$ cat src/rtl/fetch_unit_pkg.sv
// Shared rv32 constants for the instruction fetch path: register width, PC step
// and the default reset vector.
package fetch_unit_pkg;

  localparam int              XLEN             = 32;
  localparam logic [XLEN-1:0] PC_INC           = 32'd4;
  localparam logic [XLEN-1:0] DEFAULT_RESET_PC = 32'h0000_0000;
  localparam int              FIFO_DEPTH       = 2;

endpackage

$ cat src/rtl/fetch_fifo.sv
// Two-entry first-word-fall-through buffer between instruction memory and decode.
// Supports simultaneous push/pop and a synchronous clear that wins over both.
module fetch_fifo
  import fetch_unit_pkg::*;
#(
  parameter int WIDTH = 64
) (
  input  logic             clk,
  input  logic             rst_n,
  input  logic             clr,
  input  logic             push,
  input  logic             pop,
  input  logic [WIDTH-1:0] wdata,
  output logic [WIDTH-1:0] rdata,
  output logic [1:0]       count
);

  logic [1:0]       count_q, count_d;
  logic             wr_ptr_q, wr_ptr_d;
  logic             rd_ptr_q, rd_ptr_d;
  logic [WIDTH-1:0] mem_q [FIFO_DEPTH];
  logic [WIDTH-1:0] mem_d [FIFO_DEPTH];
  logic             empty, full, push_ok, pop_ok;

  assign empty = (count_q == 2'd0);
  assign full  = (count_q == 2'(FIFO_DEPTH));

  // NOTE: every signal gets a default at the top of always_comb so no path leaves it unassigned (no latch).
  always_comb begin
    pop_ok   = pop & ~empty;
    push_ok  = push & (~full | pop_ok);
    count_d  = count_q + {1'b0, push_ok} - {1'b0, pop_ok};
    wr_ptr_d = wr_ptr_q ^ push_ok;
    rd_ptr_d = rd_ptr_q ^ pop_ok;
    mem_d    = mem_q;
    if (push_ok) mem_d[wr_ptr_q] = wdata;
    if (clr) begin
      count_d  = 2'd0;
      wr_ptr_d = 1'b0;
      rd_ptr_d = 1'b0;
    end
  end

  // NOTE: sequential state uses non-blocking assignments so all flops update from pre-edge values.
  always_ff @(posedge clk or negedge rst_n) begin
    if (!rst_n) begin
      count_q  <= 2'd0;
      wr_ptr_q <= 1'b0;
      rd_ptr_q <= 1'b0;
    end else begin
      count_q  <= count_d;
      wr_ptr_q <= wr_ptr_d;
      rd_ptr_q <= rd_ptr_d;
    end
  end

  // NOTE: storage is deliberately not reset; the output is forced to zero while empty instead.
  always_ff @(posedge clk) begin
    mem_q <= mem_d;
  end

  assign rdata = empty ? '0 : mem_q[rd_ptr_q];
  assign count = count_q;

endmodule

$ cat src/rtl/fetch_unit.sv
// Instruction fetch: sequential PC generation, one-cycle memory latency tracking,
// a two-entry decode buffer with valid/ready handshake, and redirect flushing.
module fetch_unit
  import fetch_unit_pkg::*;
#(
  parameter int                    WIDTH_ADDR = XLEN,
  parameter int                    WIDTH_DATA = XLEN,
  parameter logic [WIDTH_ADDR-1:0] RESET_PC   = WIDTH_ADDR'(DEFAULT_RESET_PC)
) (
  input  logic                  clk,
  input  logic                  rst_n,
  input  logic                  redirect_valid,
  input  logic [WIDTH_ADDR-1:0] redirect_pc,
  output logic [WIDTH_ADDR-1:0] imem_addr,
  input  logic [WIDTH_DATA-1:0] imem_instr,
  output logic                  if_valid,
  input  logic                  if_ready,
  output logic [WIDTH_ADDR-1:0] if_pc,
  output logic [WIDTH_DATA-1:0] if_instr
);

  localparam int ENTRY_W = WIDTH_ADDR + WIDTH_DATA;

  logic [WIDTH_ADDR-1:0] pc_q, pc_d;
  logic                  inflight_q, inflight_d;
  logic [WIDTH_ADDR-1:0] inflight_pc_q, inflight_pc_d;
  logic [1:0]            fifo_count;
  logic [ENTRY_W-1:0]    fifo_head;
  logic [2:0]            occupancy;
  logic                  pop, issue;
  logic [1:0]            unused_redirect_ofs;

  assign unused_redirect_ofs = redirect_pc[1:0];

  assign pop       = if_valid & if_ready;
  // Slots already committed (buffered + in flight) after this cycle's pop; keeps the FIFO from overflowing.
  assign occupancy = {1'b0, fifo_count} + {2'b00, inflight_q} - {2'b00, pop};
  assign issue     = (occupancy < 3'd2) & ~redirect_valid;

  always_comb begin
    pc_d          = pc_q;
    inflight_d    = issue;
    inflight_pc_d = inflight_pc_q;
    if (redirect_valid) begin
      pc_d = {redirect_pc[WIDTH_ADDR-1:2], 2'b00};
    end else if (issue) begin
      pc_d          = pc_q + WIDTH_ADDR'(PC_INC);
      inflight_pc_d = pc_q;
    end
  end

  always_ff @(posedge clk or negedge rst_n) begin
    if (!rst_n) begin
      pc_q          <= RESET_PC;
      inflight_q    <= 1'b0;
      inflight_pc_q <= '0;
    end else begin
      pc_q          <= pc_d;
      inflight_q    <= inflight_d;
      inflight_pc_q <= inflight_pc_d;
    end
  end

  // A redirect squashes the returning word and discards any accepted head this cycle.
  fetch_fifo #(
    .WIDTH (ENTRY_W)
  ) u_fifo (
    .clk   (clk),
    .rst_n (rst_n),
    .clr   (redirect_valid),
    .push  (inflight_q & ~redirect_valid),
    .pop   (pop & ~redirect_valid),
    .wdata ({inflight_pc_q, imem_instr}),
    .rdata (fifo_head),
    .count (fifo_count)
  );

  assign imem_addr          = {2'b00, pc_q[WIDTH_ADDR-1:2]};
  assign if_valid           = (fifo_count != 2'd0);
  assign {if_pc, if_instr}  = fifo_head;

endmodule

$ cat config.mk
export PLATFORM = sky130hd
export DESIGN_NAME = fetch_unit
export DESIGN_NICKNAME = d
export VERILOG_FILES = /design/src/rtl/fetch_unit_pkg.sv /design/src/rtl/fetch_fifo.sv /design/src/rtl/fetch_unit.sv
export SDC_FILE = /design/constraint.sdc
export NUM_CORES = 1
export LEC_CHECK = 0
export CORE_AREA = 2 2 129 131
export DETAILED_ROUTE_END_ITERATION = 8
export DIE_AREA = 0 0 131 133
export PLACE_DENSITY = 0.84
export SLEW_MARGIN = 20
export SYNTH_ARGS = -nofsm -noshare
export SYNTH_HDL_FRONTEND = slang
export SYNTH_HIERARCHICAL = 1
export SYNTH_SLANG_ARGS = --single-unit
$ cat constraint.sdc
create_clock -name clk -period 4.3 [get_ports clk]
set_input_delay 1.075 -clock clk [delete_from_list [all_inputs] [get_ports clk]]
set_output_delay 1.075 -clock clk [all_outputs]
set_load 0.01 [all_outputs]
After elaboration in Yosys (flattened, before gate mapping)
Cells that the tools add are included.
- register bits after elaboration: 197
- latch bits: 0
- memory bits (writable): 0
- ROM bits: 0
- output and inout bits: 97
- memories: 0
- $add $sub $neg: 5
- $mul: 0
- div/mod/pow operators: 0
- $lt $le $gt $ge: 4
- equal/unequal tests: 1
- shifts and indexed selects: 0
- muxes and demuxes: 12
- bitwise operators: 14
- reduce and logical (&&, ||, !) cells: 5
- operators by type and width (operator ; number):
    64-bit 2-to-1 mux ; 5
    128-bit bitwise mux ; 1
    64-bit demux with 1-bit select ; 1
    32-bit 2-to-1 mux ; 2
    32-bit by 3-bit adder with 32-bit output, second input constant ; 1
    1-bit bitwise AND ; 6
    2-bit >= comparator, second input constant ; 2
    1-bit inverter with 2-bit output ; 2
    2-bit nonzero test ; 2
    2-bit by 1-bit adder with 3-bit output ; 1
    3-bit by 2-bit less-than comparator with 1-bit output, second input constant ; 1
    1-bit inverter ; 3
    3-bit by 1-bit subtractor with 3-bit output ; 1
    2-bit by 1-bit adder with 2-bit output ; 1
    2-bit equality test, second input constant ; 1
    2-bit logical NOT ; 1
    2-bit by 1-bit less-than comparator with 1-bit output, second input constant ; 1
    1-bit 2-to-1 mux ; 2
    2-bit 2-to-1 mux ; 1
    2-bit AND reduction ; 1
    2-bit by 1-bit subtractor with 2-bit output ; 1
    1-bit XOR ; 2
    1-bit logical AND ; 1
    1-bit OR ; 1

Logic depth before layout (Yosys ltp)
- depth after elaboration: 9
- mapped depth: 10
- depth with buffers taken out: 9

Modules after synthesis
The synthesis kept the hierarchy.
- modules (own cells, without submodules) (module ; instances ; cells an instance ; area each (µm²)):
    fetch_fifo ; 1 ; 291 ; 5117.4
    fetch_unit ; 1 ; 288 ; 3015.4

Worst setup path before layout
No wires, ideal clock.
- kind: input -> register
- start point: in redirect_valid
- end point: reg u_fifo/mem_q[0] (netlist bit) (enable)
- library setup time: 429 ps
- data arrival time: 3601 ps
- data required time: 3871 ps
- path slack: 270 ps
- stages: 6
- path buffers: 2
- path through: inv_1 > clkbuf_1 > clkbuf_1 > and3_1 > o31a_1 > ha_1
- word-level cells in the longest chain between the ends: 5
- RTL lines (item ; line ; source):
    from (decl) ; fetch_unit.sv:12 ; input logic redirect_valid,
    1-bit inverter (no line) * ; n/a ;
    1-bit bitwise AND ; fetch_unit.sv:72 ; .pop (pop & ~redirect_valid),
    1-bit bitwise AND ; fetch_fifo.sv:30 ; pop_ok = pop & ~empty;
    1-bit OR ; fetch_fifo.sv:31 ; push_ok = push & (~full | pop_ok);
    1-bit bitwise AND * ; fetch_fifo.sv:31 ;
    to (signal assigned) ; fetch_fifo.sv:59 ; mem_q <= mem_d;
    to (decl) ; fetch_fifo.sv:21 ; logic [WIDTH-1:0] mem_q [FIFO_DEPTH];
Every way passes the cells marked *; elsewhere a longest branch is shown, timed or not.
A chain may end at the register's enable or synchronous reset.

Worst setup path in the final report
- start point: in if_ready
- end point: reg pc_q[16]
- word-level cells in the longest chain between the ends: 5
- RTL lines (item ; line ; source):
    from (decl) ; fetch_unit.sv:17 ; input logic if_ready,
    1-bit bitwise AND ; fetch_unit.sv:35 ; assign pop = if_valid & if_ready;
    3-bit by 1-bit subtractor with 3-bit output ; fetch_unit.sv:37 ; assign occupancy = {1'b0, fifo_count} + {2'b00, inflight_q} - {2'b00, pop};
    3-bit by 2-bit less-than comparator with 1-bit output ; fetch_unit.sv:38 ; assign issue = (occupancy < 3'd2) & ~redirect_valid;
    1-bit bitwise AND ; fetch_unit.sv:38 ;
    2-bit nonzero test (no line) ; n/a ;
    to (signal assigned) ; fetch_unit.sv:58 ; pc_q <= pc_d;
    to (decl) ; fetch_unit.sv:24 ; logic [WIDTH_ADDR-1:0] pc_q, pc_d;
Every way passes these cells.

==> impl_metrics.tcl <==
set metrics [dict create \
    run_status "complete, no violations" \
    hold-path-cell-count 0 \
    drt_iter0_markers 314 \
    cell_with_the_most_instances_after_synthesis "edfxtp_1" \
    worstPathCellList "clkdlybuf4s50_1, and2_1, ha_1, nand2b_1, fa_1, nand2_1, or4_1, or4_1, a31oi_1" \
    finalCoreUtilization_pct 65.2 \
    detail_route.first_pass.iterations 5 \
    drive_above_1_share_pct 10.8 \
    total_negative_slack_ns 0 \
    first_global_vias 5291 \
    yosysTopAreaCellShare_pct 47.3 \
    routabilityCongestion 0.831 \
    rsz_0062_raised_after_global_routing "no" \
    number_of_antenna_violations_at_the_first_check_in_global_routing 0 \
    cts_htree_levels 4 \
    hpwl_um 11700 \
    power_report.internal_total_uw 4100 \
    wl_per_cell_um 17.8 \
    route.final.wire_length_um 17300 \
    drcViolationCount 0 \
    timing.critical_path.required_ns 4.65 \
    initial_core_util_pct 50.3 \
    finalWorstPathRequiredPeriod_ns 3.72 \
    cp-start-kind "input port" \
    cts_tree "yes" \
    hold_path_end "u_fifo/mem_q[51]$_DFFE_PP_" \
    die-width_um 131 \
    min-delay-path-class "reg2reg" \
    power.share.clock_pct 26.1 \
    core.rowCount 47 \
    crit_slowest_cell "fa_1" \
    num_vias 5319 \
    p_per_area_nw_per_um2 553 \
    finalMaxSlewViolations 0 \
    clock_insertion_delay_worst_skew_ns 0.43 \
    power.leakage_uw 0.00364 \
    cts_hold_buffers 0 \
    share_of_synthesized_flip_flops_with_an_asynchronous_set_or_reset_pct 33.7 \
    flow.area_growth_from_synthesis_pct 29.6 \
    cts_repair_resize_count 0 \
    n_antenna_cell 0 \
    synth_area_per_cell_um2 14.0 \
    grt_pass1_wl_um 27000 \
    worst_slew_pin_slew_ns 0.789 \
    worst-path-buf-inv 1 \
    synth_top_flop_cell "edfxtp_1" \
    max_stage_delay_ns 0.65 \
    worstReg2RegStart "u_fifo/count[1]$_DFF_PN0_" \
    max_cap_viol_count 0 \
    grt_start_max_net_pins 51 \
    routed_via_density 5.44 \
    worstPathArrival_ns 4.07 \
    post-cts-setup-buffer-count 0 \
    hold_start "inflight_pc_q[19]$_DFFE_PN0P_" \
    tritoncts.num_buffers 17 \
    clock-sinks 193 \
    antenna_violating_nets_post_route 0 \
    switching_share_pct 29.7 \
    worst-path-max-fanout 8 \
    netlist_top_cells_count "edfxtp_1, nor2_1, mux2i_1" \
    finalHoldViolations 0 \
    grtUsageTotal_pct 20.4 \
    port_buffers 160 \
    final-setup-viol-count 0 \
    finalNetCount 819 \
    timing.setup.critical_path_class "in2reg" \
    die-height_um 133 \
    number_of_synthesized_register_bits 193 \
    synth_top_cells_by_area "edfxtp_1, dfrtp_1, mux2i_1" \
    worstSetupEndpointType "flip-flop" \
    grt_overflow 0 \
    critical-path-top-delay-family "simple AND/OR/NAND/NOR gates" \
    die_area_um2 17400 \
    r2r_cells 9 \
    yosysTopAreaCell "edfxtp_1" \
    finClkSkew_ns 0.00736 \
    clockBufferDepth 2 \
    yosysSeqAreaShare_pct 67.3 \
    layout_worst_path_cycle_share_pct 86.4 \
    maximum_vdd_ir_drop_uv 335 \
    cts-root-buf "clkbuf_16" \
    synthesized_instance_count 579 \
    yosysWarnings 6 \
    net-switching-power_uw 1730 \
    path_common_cell "or4_1" \
    r2r_slack_ns 0.75 \
    post_synth_instance_area_um2 8130 \
    synth_cell_types 43 \
    floorplan.core_area_um2 16200 \
    combPwrFrac_pct 27.3 \
    share_seq_of_total_power_pct 46.6 \
    synth_enable_flop_cells 128 \
    worst_setup_hold_path_clk_slew_ns 0.07 \
    critical_path.reg2reg.endpoint "pc_q[16]$_DFFE_PN0P_" \
    fill_cells 1134 \
    ioPinCount 165 \
    max_slew_margin_pct 47.4 \
    fmaxAchievable_ghz 0.269 \
]
==> per-stage QoR <==
step           hold WS [ns]  power [µW]  std cells  setup slack (ns)  cell area (µm²)
2_1_floorplan         0.437        3550        584             0.270             8150
3_3_place_gp          0.447        4270        945             0.216             9960
3_5_place_dp          0.457        4350        945             0.201             9960
4_1_cts               0.474        5870        977             0.570            10500
5_1_grt               0.488        6110        977             0.479            10500
6_report              0.474        5830        977             0.583            10500
==> power by group through the flow <==
stage | registers [µW] | clock network [µW] | logic, µW
floorplan | 2690 | 0 | 865
global placement | 2720 | 0 | 1550
detailed placement | 2750 | 0 | 1600
CTS | 2720 | 1550 | 1610
global route | 2760 | 1630 | 1730
finish | 2720 | 1520 | 1590
==> final cells by class <==
type / instances / area, µm² / area share, %
Clock buffer: 17 / 425 / 4.04
Inverter: 9 / 33.8 / 0.321
Clock inverter: 15 / 155 / 1.47
Tap cell: 220 / 275 / 2.61
Timing Repair Buffer: 172 / 1720 / 16.4
Multi-Input combinational cell: 351 / 2450 / 23.3
Sequential cell: 193 / 5470 / 51.9
==> placed cells by master, fill, tap and decap left out, drive strengths merged, types with 4 or more instances in the layout <==
master / n
clkdlybuf4s50: 159
edfxtp: 128
nor2: 87
mux2i: 67
dfrtp: 65
mux2: 28
nand2: 25
a31oi: 17
clkbuf: 17
or4: 16
o21ai: 15
o31ai: 13
inv: 13
buf: 13
nand3: 11
nand4: 11
clkinv: 7
and3: 6
xor2: 6
conb: 6
ha: 6
or3: 5
nor2b: 4
nor3: 4
==> state kept, by name, summed over array words and instances, names as in the netlist <==
| signal | flops |
|---|---|
| u_fifo/wr_ptr_q | 1 |
| pc_q | 30 |
| u_fifo/count | 2 |
| u_fifo/mem_q | 128 |
| u_fifo/rd_ptr_q | 1 |
| inflight_pc_q | 30 |
| inflight_q | 1 |
==> worst max-delay path by stage <==
stage                              startpoint                        end  cells past startpoint
detailed placement                   if_ready       pc_q[16]$_DFFE_PN0P_                      9
floorplan                      redirect_valid  u_fifo/mem_q[0]$_DFFE_PP_                      6
global placement                     if_ready       pc_q[16]$_DFFE_PN0P_                      9
global route        u_fifo/rd_ptr_q$_DFF_PN0_                   if_pc[6]                      4
finish                               if_ready       pc_q[16]$_DFFE_PN0P_                      9
CTS                 u_fifo/rd_ptr_q$_DFF_PN0_                   if_pc[3]                      4
==> cell families (layout without fill, tap and decap cells) <==
family / count (synthesis) / count (layout) / synth area share [%]
flip-flops: 193 / 193 / 67.3
adder cells (fa/ha/maj): 7 / 7 / 1.17
AO/OA/AOI/OAI: 54 / 54 / 4.34
AND/OR/NAND/NOR: 180 / 180 / 10.6
multiplexers: 95 / 95 / 12.1
XOR/XNOR: 9 / 9 / 1.23
buffers and inverters: 40 / 213 / 3.20
other: 1 / 6 / 0.0461
==> routing by layer <==
layer | GRT usage [%] | wire length (µm) | part of all wire [%]
met4 | 7.80 | 281 | 1.6
met2 | 34.1 | 8740 | 50
met3 | 4.00 | 1140 | 6.6
met1 | 26.3 | 7180 | 41
met5 | 0 | 0 | 0
Note: power is estimated with default switching activity, not from simulation.
